`src/rtl/instruction_fetch_unit_pkg.sv`:
```
// Shared types and constants for the instruction fetch stage: FSM state encoding,
// the NOP word presented while no instruction is held, and the branch offset helper.
package instruction_fetch_unit_pkg;

  typedef logic [31:0] word_t;

  typedef enum logic [1:0] {
    ST_FETCH = 2'd0,
    ST_HOLD  = 2'd1,
    ST_ERROR = 2'd2
  } state_e;

  localparam word_t NOP_WORD         = 32'h0000_0000;
  localparam word_t DEFAULT_RESET_PC = 32'h0000_0000;

  // Word-aligned, sign-extended branch displacement from the 16-bit immediate.
  function automatic logic signed [31:0] branch_offset(input logic [15:0] imm);
    return {{14{imm[15]}}, imm, 2'b00};
  endfunction

endpackage

```
`src/rtl/instruction_fetch_unit_if.sv`:
```
// Bundles the instruction-memory handshake and the controller-facing fetch outputs.
// master = fetch unit side, slave = memory/controller side.
interface instruction_fetch_unit_if;
  import instruction_fetch_unit_pkg::*;

  logic       ImemReq;
  word_t      ImemAddr;
  logic       ImemAck;
  word_t      ImemData;
  logic       Advance;
  logic       BranchE;
  logic       BranchNE;
  logic       Zero;
  word_t      Instr;
  logic [5:0] InstHi;
  logic [5:0] InstLo;
  logic       InstValid;
  word_t      PC;
  word_t      PCPlus4;
  logic       FetchErr;

  modport master (
    output ImemReq, ImemAddr, Instr, InstHi, InstLo, InstValid, PC, PCPlus4, FetchErr,
    input  ImemAck, ImemData, Advance, BranchE, BranchNE, Zero
  );

  modport slave (
    input  ImemReq, ImemAddr, Instr, InstHi, InstLo, InstValid, PC, PCPlus4, FetchErr,
    output ImemAck, ImemData, Advance, BranchE, BranchNE, Zero
  );

endinterface

```
`src/rtl/instruction_fetch_unit_branch_target_calc.sv`:
```
// Combinational next-PC logic: sequential PC+4 or a BEQ/BNE target relative to PC+4.
module branch_target_calc
  import instruction_fetch_unit_pkg::*;
(
  input  word_t       pc_i,
  input  logic [15:0] imm_i,
  input  logic        branch_e_i,
  input  logic        branch_ne_i,
  input  logic        zero_i,
  output word_t       pc_plus4_o,
  output word_t       next_pc_o
);

  logic signed [31:0] offset;
  word_t              target;
  logic               taken;

  // Both wrap modulo 2^32; the carry out is deliberately dropped.
  assign pc_plus4_o = pc_i + 32'd4;
  assign offset     = branch_offset(imm_i);
  assign target     = pc_plus4_o + word_t'(offset);

  assign taken      = (branch_e_i & zero_i) | (branch_ne_i & ~zero_i);
  assign next_pc_o  = taken ? target : pc_plus4_o;

endmodule

```
`src/rtl/instruction_fetch_unit.sv`:
```
// PC register, instruction register and fetch FSM (FETCH -> HOLD -> FETCH, or -> ERROR on
// memory timeout). A held instruction is cleared to NOP whenever it is not valid.
module instruction_fetch_unit
  import instruction_fetch_unit_pkg::*;
#(
  parameter word_t       RESET_PC    = DEFAULT_RESET_PC,
  parameter int unsigned TIMEOUT_CYC = 16,
  parameter int unsigned TMO_W       = 8
) (
  input  logic                      clk,
  input  logic                      rst_n,
  instruction_fetch_unit_if.master  bus
);

  localparam logic [TMO_W-1:0] TMO_LIM = TMO_W'(TIMEOUT_CYC);
  localparam bit               TMO_EN  = (TIMEOUT_CYC != 0);

  state_e           state_q, state_d;
  word_t            pc_q, pc_d;
  word_t            instr_q, instr_d;
  logic             req_q, req_d;
  logic             valid_q, valid_d;
  logic             err_q, err_d;
  logic [TMO_W-1:0] tmo_q, tmo_d;
  logic [TMO_W-1:0] tmo_inc;
  word_t            pc_plus4;
  word_t            next_pc;

  branch_target_calc u_btc (
    .pc_i        (pc_q),
    .imm_i       (instr_q[15:0]),
    .branch_e_i  (bus.BranchE),
    .branch_ne_i (bus.BranchNE),
    .zero_i      (bus.Zero),
    .pc_plus4_o  (pc_plus4),
    .next_pc_o   (next_pc)
  );

  always_ff @(posedge clk or negedge rst_n) begin
    if (!rst_n) begin
      state_q <= ST_FETCH;
      pc_q    <= RESET_PC;
      instr_q <= NOP_WORD;
      req_q   <= 1'b0;
      valid_q <= 1'b0;
      err_q   <= 1'b0;
      tmo_q   <= '0;
    end else begin
      state_q <= state_d;
      pc_q    <= pc_d;
      instr_q <= instr_d;
      req_q   <= req_d;
      valid_q <= valid_d;
      err_q   <= err_d;
      tmo_q   <= tmo_d;
    end
  end

  assign tmo_inc = tmo_q + 1'b1;

  always_comb begin
    state_d = state_q;
    pc_d    = pc_q;
    instr_d = instr_q;
    valid_d = valid_q;
    err_d   = err_q;
    tmo_d   = tmo_q;

    unique case (state_q)
      // An ack only counts while the request is actually visible on the bus, so a late
      // ack from before a reset is dropped in the first cycle after reset.
      ST_FETCH: begin
        if (req_q && bus.ImemAck) begin
          instr_d = bus.ImemData;
          valid_d = 1'b1;
          tmo_d   = '0;
          state_d = ST_HOLD;
        end else if (req_q && TMO_EN) begin
          tmo_d = tmo_inc;
          if (tmo_inc == TMO_LIM) begin
            err_d   = 1'b1;
            state_d = ST_ERROR;
          end
        end
      end
      ST_HOLD: begin
        if (bus.Advance) begin
          pc_d    = next_pc;
          instr_d = NOP_WORD;
          valid_d = 1'b0;
          state_d = ST_FETCH;
        end
      end
      ST_ERROR: begin
        state_d = ST_ERROR;
      end
      default: begin
        state_d = ST_FETCH;
      end
    endcase

    req_d = (state_d == ST_FETCH);
  end

  assign bus.ImemReq   = req_q;
  assign bus.ImemAddr  = pc_q;
  assign bus.Instr     = instr_q;
  assign bus.InstHi    = instr_q[31:26];
  assign bus.InstLo    = instr_q[5:0];
  assign bus.InstValid = valid_q;
  assign bus.PC        = pc_q;
  assign bus.PCPlus4   = pc_plus4;
  assign bus.FetchErr  = err_q;

endmodule
```
`src/flat_wrapper.sv`:
```
// flat-port wrapper written by rule: the top's interface ports become plain ports
module instruction_fetch_unit_flat import instruction_fetch_unit_pkg::*;
#(
  parameter word_t       RESET_PC    = DEFAULT_RESET_PC,
  parameter int unsigned TIMEOUT_CYC = 16,
  parameter int unsigned TMO_W       = 8
)
  (clk, rst_n, bus_ImemReq, bus_ImemAddr, bus_Instr, bus_InstHi, bus_InstLo, bus_InstValid, bus_PC, bus_PCPlus4, bus_FetchErr, bus_ImemAck, bus_ImemData, bus_Advance, bus_BranchE, bus_BranchNE, bus_Zero);
  instruction_fetch_unit_if bus_i ();
  input  logic clk;
  input  logic rst_n;
  output wire logic [$bits(bus_i.ImemReq)-1:0] bus_ImemReq;
  output wire logic [$bits(bus_i.ImemAddr)-1:0] bus_ImemAddr;
  output wire logic [$bits(bus_i.Instr)-1:0] bus_Instr;
  output wire logic [$bits(bus_i.InstHi)-1:0] bus_InstHi;
  output wire logic [$bits(bus_i.InstLo)-1:0] bus_InstLo;
  output wire logic [$bits(bus_i.InstValid)-1:0] bus_InstValid;
  output wire logic [$bits(bus_i.PC)-1:0] bus_PC;
  output wire logic [$bits(bus_i.PCPlus4)-1:0] bus_PCPlus4;
  output wire logic [$bits(bus_i.FetchErr)-1:0] bus_FetchErr;
  input wire logic [$bits(bus_i.ImemAck)-1:0] bus_ImemAck;
  input wire logic [$bits(bus_i.ImemData)-1:0] bus_ImemData;
  input wire logic [$bits(bus_i.Advance)-1:0] bus_Advance;
  input wire logic [$bits(bus_i.BranchE)-1:0] bus_BranchE;
  input wire logic [$bits(bus_i.BranchNE)-1:0] bus_BranchNE;
  input wire logic [$bits(bus_i.Zero)-1:0] bus_Zero;
  assign bus_ImemReq = bus_i.ImemReq;
  assign bus_ImemAddr = bus_i.ImemAddr;
  assign bus_Instr = bus_i.Instr;
  assign bus_InstHi = bus_i.InstHi;
  assign bus_InstLo = bus_i.InstLo;
  assign bus_InstValid = bus_i.InstValid;
  assign bus_PC = bus_i.PC;
  assign bus_PCPlus4 = bus_i.PCPlus4;
  assign bus_FetchErr = bus_i.FetchErr;
  assign bus_i.ImemAck = bus_ImemAck;
  assign bus_i.ImemData = bus_ImemData;
  assign bus_i.Advance = bus_Advance;
  assign bus_i.BranchE = bus_BranchE;
  assign bus_i.BranchNE = bus_BranchNE;
  assign bus_i.Zero = bus_Zero;
  instruction_fetch_unit #(.RESET_PC(RESET_PC), .TIMEOUT_CYC(TIMEOUT_CYC), .TMO_W(TMO_W)) u_core (.clk(clk), .rst_n(rst_n), .bus(bus_i));
endmodule
```
`config.mk`:
```
export PLATFORM = sky130hd
export DESIGN_NAME = instruction_fetch_unit_flat
export DESIGN_NICKNAME = d
export VERILOG_FILES = /design/src/rtl/instruction_fetch_unit_pkg.sv /design/src/rtl/instruction_fetch_unit_if.sv /design/src/rtl/instruction_fetch_unit_branch_target_calc.sv /design/src/rtl/instruction_fetch_unit.sv /design/src/flat_wrapper.sv
export SDC_FILE = /design/constraint.sdc
export NUM_CORES = 1
export LEC_CHECK = 0
export ABC_CLOCK_PERIOD_IN_PS = 3700
export BUFFER_PORTS_ARGS = -buffer_cell sky130_fd_sc_hd__buf_2
export CORE_ASPECT_RATIO = 0.8
export CORE_UTILIZATION = 42
export CTS_CLUSTER_SIZE = 24
export DETAILED_ROUTE_END_ITERATION = 10
export GPL_TIMING_DRIVEN = 0
export HOLD_SLACK_MARGIN = 0.12
export PLACE_DENSITY_LB_ADDON = 0.08
export SYNTH_ARGS = -nofsm -noshare
export SYNTH_HDL_FRONTEND = slang
export SYNTH_HIERARCHICAL = 1
export SYNTH_SLANG_ARGS = --single-unit
```
`constraint.sdc`:
```
create_clock -name clk -period 3.7 [get_ports clk]
set_input_delay 0.37 -clock clk [delete_from_list [all_inputs] [get_ports clk]]
set_output_delay 0.37 -clock clk [all_outputs]
set_load 0.02 [all_outputs]
```
# ---- Word level (Yosys, flattened, before mapping)
# Index checks and enable logic that the tools add are counted.
dict set report totals {
  regBits 77
  input_bits 39
  output_inout_bits 143
  wordCells 43
}
dict set report op_classes {
  addsub 3
  eq_ne 5
  mux 14
  bitwise 5
  n_reduce_logical 9
}
# op n
set op_table {}
lappend op_table {{two-way mux 32 bit} 3}
lappend op_table {{case mux 32 bit (2 select lines)} 1}
lappend op_table {{adder 32 x 3 -> 32 bit (second input constant)} 1}
lappend op_table {{adder 32 bit} 1}
lappend op_table {{two-way mux 8 bit} 2}
lappend op_table {{adder 8 x 1 -> 8 bit (second input constant)} 1}
lappend op_table {{== test 8 x 5 -> 1 bit (second input constant)} 1}
lappend op_table {{two-way mux 2 bit} 4}
lappend op_table {{case mux 2 bit (3 select lines)} 1}
lappend op_table {{zero test 2 bit} 2}
lappend op_table {{AND reduction 2 bit} 2}
lappend op_table {{AND reduction 4 bit} 1}
lappend op_table {{nonzero test 2 bit} 2}
lappend op_table {{AND reduction 3 bit} 1}
lappend op_table {{AND 1 bit} 2}
lappend op_table {{== test 2 x 1 -> 1 bit (second input constant)} 1}
lappend op_table {{== test 2 bit (second input constant)} 1}
lappend op_table {{two-way mux 1 bit} 2}
lappend op_table {{!= test 2 x 1 -> 1 bit (second input constant)} 1}
lappend op_table {{!= test 2 bit (second input constant)} 1}
lappend op_table {{NOT 1 bit} 2}
lappend op_table {{case mux 1 bit (2 select lines)} 1}
lappend op_table {{logical AND 1 bit} 1}
lappend op_table {{OR 1 bit} 1}

# ---- Longest topological paths before layout
dict set report logic_depth {
  word_depth 7
  mapped_depth 16
  mapped_depth_nobuf 15
}

# ---- Cells and area by module
# The synthesis kept the hierarchy.
# mod instances cells_per_inst area_each_um2 seq_area_each_um2
set by_module_without_submodules {}
lappend by_module_without_submodules {instruction_fetch_unit 1 318 3499.6 1926.8}
lappend by_module_without_submodules {branch_target_calc 1 382 2632.5 0.0}

# ---- Least setup slack after synthesis
# Ideal clock, no wire load.
dict set report synth_path {
  path_kind {register to register}
  from {register u_core.pc_q[2] (netlist: u_core/bus.ImemAddr[2])}
  to {register u_core.pc_q[31] (netlist: u_core/bus.ImemAddr[31])}
  setup_time_ns 0.125
  arrival_ns 3.791
  t_required_ns 3.575
  path_slack_ns -0.215
  stages_incl_launch_ff 16
  path_buffers 1
  cell_sequence {dfrtp_1 -> ha_1 -> nand3_1 -> nor3_1 -> nand4_1 -> xnor2_1 -> ha_1 -> clkbuf_1 -> and4_1 -> a32oi_1 -> o41ai_1 -> a211oi_1 -> a21oi_1 -> mux2i_1 -> xnor2_1 -> mux2_2}
}
dict set report synth_via {
  elab_chain_cells 3
}
# item line
set synth_lines {}
lappend synth_lines {{start: declaration} instruction_fetch_unit.sv:19} ;# word_t pc_q, pc_d;
lappend synth_lines {{start signal: assignment} instruction_fetch_unit.sv:50} ;# pc_q <= pc_d;
lappend synth_lines {{adder 32 x 3 -> 32 bit} instruction_fetch_unit_branch_target_calc.sv:19} ;# assign pc_plus4_o = pc_i + 32'd4;
lappend synth_lines {{via bus_PCPlus4[22]} flat_wrapper.sv:19} ;# output wire logic [$bits(bus_i.PCPlus4)-1:0] bus_PCPlus4;
lappend synth_lines {{adder 32 bit} instruction_fetch_unit_branch_target_calc.sv:21} ;# assign target = pc_plus4_o + word_t'(offset);
lappend synth_lines {{two-way mux 32 bit} instruction_fetch_unit_branch_target_calc.sv:24} ;# assign next_pc_o = taken ? target : pc_plus4_o;
lappend synth_lines {{via u_core.next_pc[31]} instruction_fetch_unit.sv:27} ;# word_t next_pc;
# The timed path passes the listed nets, and every way through them passes these cells.
# A chain may end at the register's enable or synchronous reset.

# ---- Final worst setup path
dict set report layout_path {
  from {register u_core.pc_q[6] (netlist: u_core/bus.ImemAddr[6])}
  to {register u_core.pc_q[30] (netlist: u_core/bus.ImemAddr[30])}
}
dict set report layout_via {
  elab_chain_cells 3
}
# item line
set layout_lines {}
lappend layout_lines {{adder 32 x 3 -> 32 bit *} instruction_fetch_unit_branch_target_calc.sv:19}
lappend layout_lines {{adder 32 bit} instruction_fetch_unit_branch_target_calc.sv:21}
lappend layout_lines {{two-way mux 32 bit *} instruction_fetch_unit_branch_target_calc.sv:24}
lappend layout_lines {{via u_core.next_pc[30]} instruction_fetch_unit.sv:27}
# The timed path passes the listed nets; every way through them passes the cells marked *.

==> run metrics <==
Final Setup Violations=0; CTS root buffer=clkbuf_16; Die Span Y=110 um; Top delay family on crit path=compound AO/OA/AOI/OAI gates; crit path launch=u_core/bus.ImemAddr[6]; clk sinks=77; grt ovf=0; sw power=4.81 mW; synthesized flop and latch total=77; htree depth=3; Initial DRT Pass Iterations=5; Cell Area, Synth=6130 sq um; Worst Path Class, Setup=register to register; Avg Inst Size Synth=8.76 sq um; ys async rst share=1.00; Yosys cell types=64; Slowest-stage cell, CP=dfrtp_1; largest net degree at the start of global routing=54; Clock Latency Late Sink=340 ps; Clock Power Share=0.098; number of max-cap violations=0; min cycle time layout=3600 ps; iteration-0 DRC count of the detailed router=356; first-pass GRT wire length=28300 um; syn nets=777; Placer Congestion=0.901; Worst setup EP type=register; internal power=4.69 mW; CP required=3930 ps; final hold vios=0; Max-slew headroom=0.225; CORE AREA=14200 sq um; Antenna Diode Count=0; wire per inst=16.7 um; number of global-route vias before repair=5299; hold path start=bus_ImemData[25]; Top FF cell, synth=dfrtp_1; fin util=0.580; cell accounting for the most synthesized area=dfrtp_1; CTS tree=done; Post-Syn Instances=700; DR vias=5863; Starting Density=0.430; status=finished, final reports clean; initial antenna violation count=0; dpl hpwl=14100 um; Post-synth EDFFs=0; Port-buffer cells=180; post-synth top area share=0.314; num ports=182; worst vdd ir=0.534 mV; Pleak=4.09 nW; CP max FO=5; Reg clk slew, reported paths=60 ps; clock buffer depth=2; share of power burned in registers=0.191; Final Net Count=993; register area share after synthesis=0.314; DRC errors left=0; Total Power=9.50 mW; Area Growth Syn to Fin=34.9%; worst slew pin tran=1160 ps; final worst slack=96.0 ps; FP Rows=39; Detail Route Antenna Nets=0; GRT Total Usage=0.247; layout cells sized above 1=0.444; number of vias per cell=5.31; Power Density=1150 nW/um^2; maximum operating frequency=0.277 GHz; skew final=5.18 ps; Max Slew Vio Count=0; Die Span X=137 um; Worst path max stage delay=420 ps; arrival time worst endpoint=3840 ps; Fillers=1328; die area=15100 sq um; Place WS=-688 ps; Crit path buffers/inverters=0; Most common cell on crit path=and3_4; dominant cells by area after synthesis=dfrtp_1 (31%), ha_1 (7.5%), nand2_1 (7.0%), mux2_2 (6.8%), buf_4 (6.0%); Yosys warning total=6; RSZ-0062 raised after global routing=true; RR Startpoint=u_core/bus.ImemAddr[6]; CP Launch Type=register; Net Sw Frac=0.506; cell chain of the critical path=and3_4 -> and3_4 -> and2_4 -> nand3_1 -> xnor2_2 -> ha_1 -> nand2_1 -> o21ai_0 -> a41oi_2 -> a211oi_4 -> o21ai_1 -> a21o_1 -> a31o_2 -> mux2_2; worst hold path class=input port to register; Final period util=0.974; combinational power share=0.711; Num CTS Buffers=9; final WL=18500 um
## path summary, 6_finish.rpt
kind | end | slack (ps) | cells after the start
worst max-delay path | u_core/bus.ImemAddr[30] | 100 | 14
worst min-delay path | u_core/bus.Instr[25] | 230 | 3
worst max register to register | u_core/bus.ImemAddr[30] | 100 | 14
worst min register to register | u_core/bus.FetchErr | 460 | 1
max in group asynchronous | u_core/bus.ImemAddr[2] | 2600 | 3
min in group asynchronous | u_core/bus.ImemAddr[22] | 480 | 2
## per-layer routing
metal / global-route usage / share of wire / vias to the layer above
met5: 0 / 0 / -
met4: 0.0651 / 0.013 / 0
met3: 0.0572 / 0.063 / 14
met2: 0.363 / 0.43 / 163
met1: 0.361 / 0.50 / 2806
li1: - / - / 2880
## synthesized netlist by cell type, drive strengths merged (2+ instances only)
library cell and n:
nor2 37, o21ai 66, mux2 37, a31oi 4
nor3 7, o31a 2, xor2 18, inv 10
a211oi 8, nand3b 2, o31ai 3, a21o 25
nand2 115, a221oi 3, ha 37, o22ai 4
or3 3, nor4 4, nand4b 2, dfrtp 77
nand3 17, nand4 15, nor2b 3, xnor2 33
and2 7, and3 9, a41oi 2, o211ai 3
and4 4, o21bai 4, mux2i 3, buf 62
a21oi 40, o41ai 3, clkbuf 14
## worst min-delay path, delay by kind of cell
family,cells,cell delay [ps]
buffers and inverters,1,80
and+or+nand+nor,1,50
AOI/OAI and AO/OA,1,40
## power groups by stage
| stage | Clock (mW) | Sequential (mW) | Combinational [mW] |
|---|---|---|---|
| after detailed placement | 0 | 1.79 | 6.11 |
| after floorplan | 0 | 2.08 | 4.12 |
| after global routing | 0.988 | 1.88 | 7.37 |
| after global placement | 0 | 1.77 | 6.05 |
| final | 0.933 | 1.82 | 6.75 |
| after CTS | 0.956 | 1.79 | 6.35 |
## registers in the layout, indices dropped and copies added, names as in the netlist
signal and flops:
u_core/bus.ImemAddr 32, u_core/tmo_q 8, u_core/state_q 2, u_core/bus.Instr 32, u_core/bus.InstValid 1, u_core/bus.ImemReq 1
u_core/bus.FetchErr 1
## cell usage in the layout (no fill, tap or decap), types with 6 or more instances in the layout
cell	instances
buf_2	183
nand2_1	113
buf_4	76
dfrtp_1	65
o21ai_0	54
a21oi_1	37
mux2_2	37
nor2_1	34
a21o_1	25
ha_1	24
xnor2_1	24
nand3_1	16
nand4_1	15
dfrtp_2	12
xor2_1	11
clkbuf_1	10
inv_1	10
clkbuf_16	9
o21ai_2	9
ha_4	9
xnor2_2	8
and3_1	7
xor2_2	6
and2_1	6
## final cells by class
type / count / area [sq um] / area share
Tap cell: 184 / 230 / 0.0278
Buffer: 72 / 509 / 0.0616
Multi-Input combinational cell: 537 / 4100 / 0.496
Sequential cell: 77 / 1940 / 0.235
Clock inverter: 5 / 67.6 / 0.00817
Clock buffer: 11 / 243 / 0.0293
Inverter: 10 / 37.5 / 0.00454
Timing Repair Buffer: 209 / 1140 / 0.138
## kinds of logic after synthesis
group / count (synthesis) / share of synthesized area
xor gates and xnor gates: 51 / 0.0728
AOI/OAI and AO/OA: 177 / 0.192
adders and majority gates: 38 / 0.0788
muxes: 40 / 0.0728
buffers and inverters: 86 / 0.0916
and+or+nand+nor: 231 / 0.178
DFF: 77 / 0.314
## metrics by stage
stage | area, sq um | instances | hold slack, ps | setup TNS, ps
4_1_cts | 7930 | 1089 | 213 | 0
5_1_grt | 8270 | 1105 | 224 | -156
3_3_place_gp | 7350 | 1064 | 440 | -3100
2_1_floorplan | 6220 | 700 | 74.4 | -25.9
6_report | 8270 | 1105 | 226 | 0
3_5_place_dp | 7380 | 1065 | 310 | -3780
## timing repair
item                                    CTS  global route
hold buffers                              1             0
buffers inserted                         10            17
endpoints found under the setup margin   14            17
hold endpoints to repair                 24             0
pin swaps                                 7             9
resized for setup                        31            39
Power figures use the tool's default switching activity.
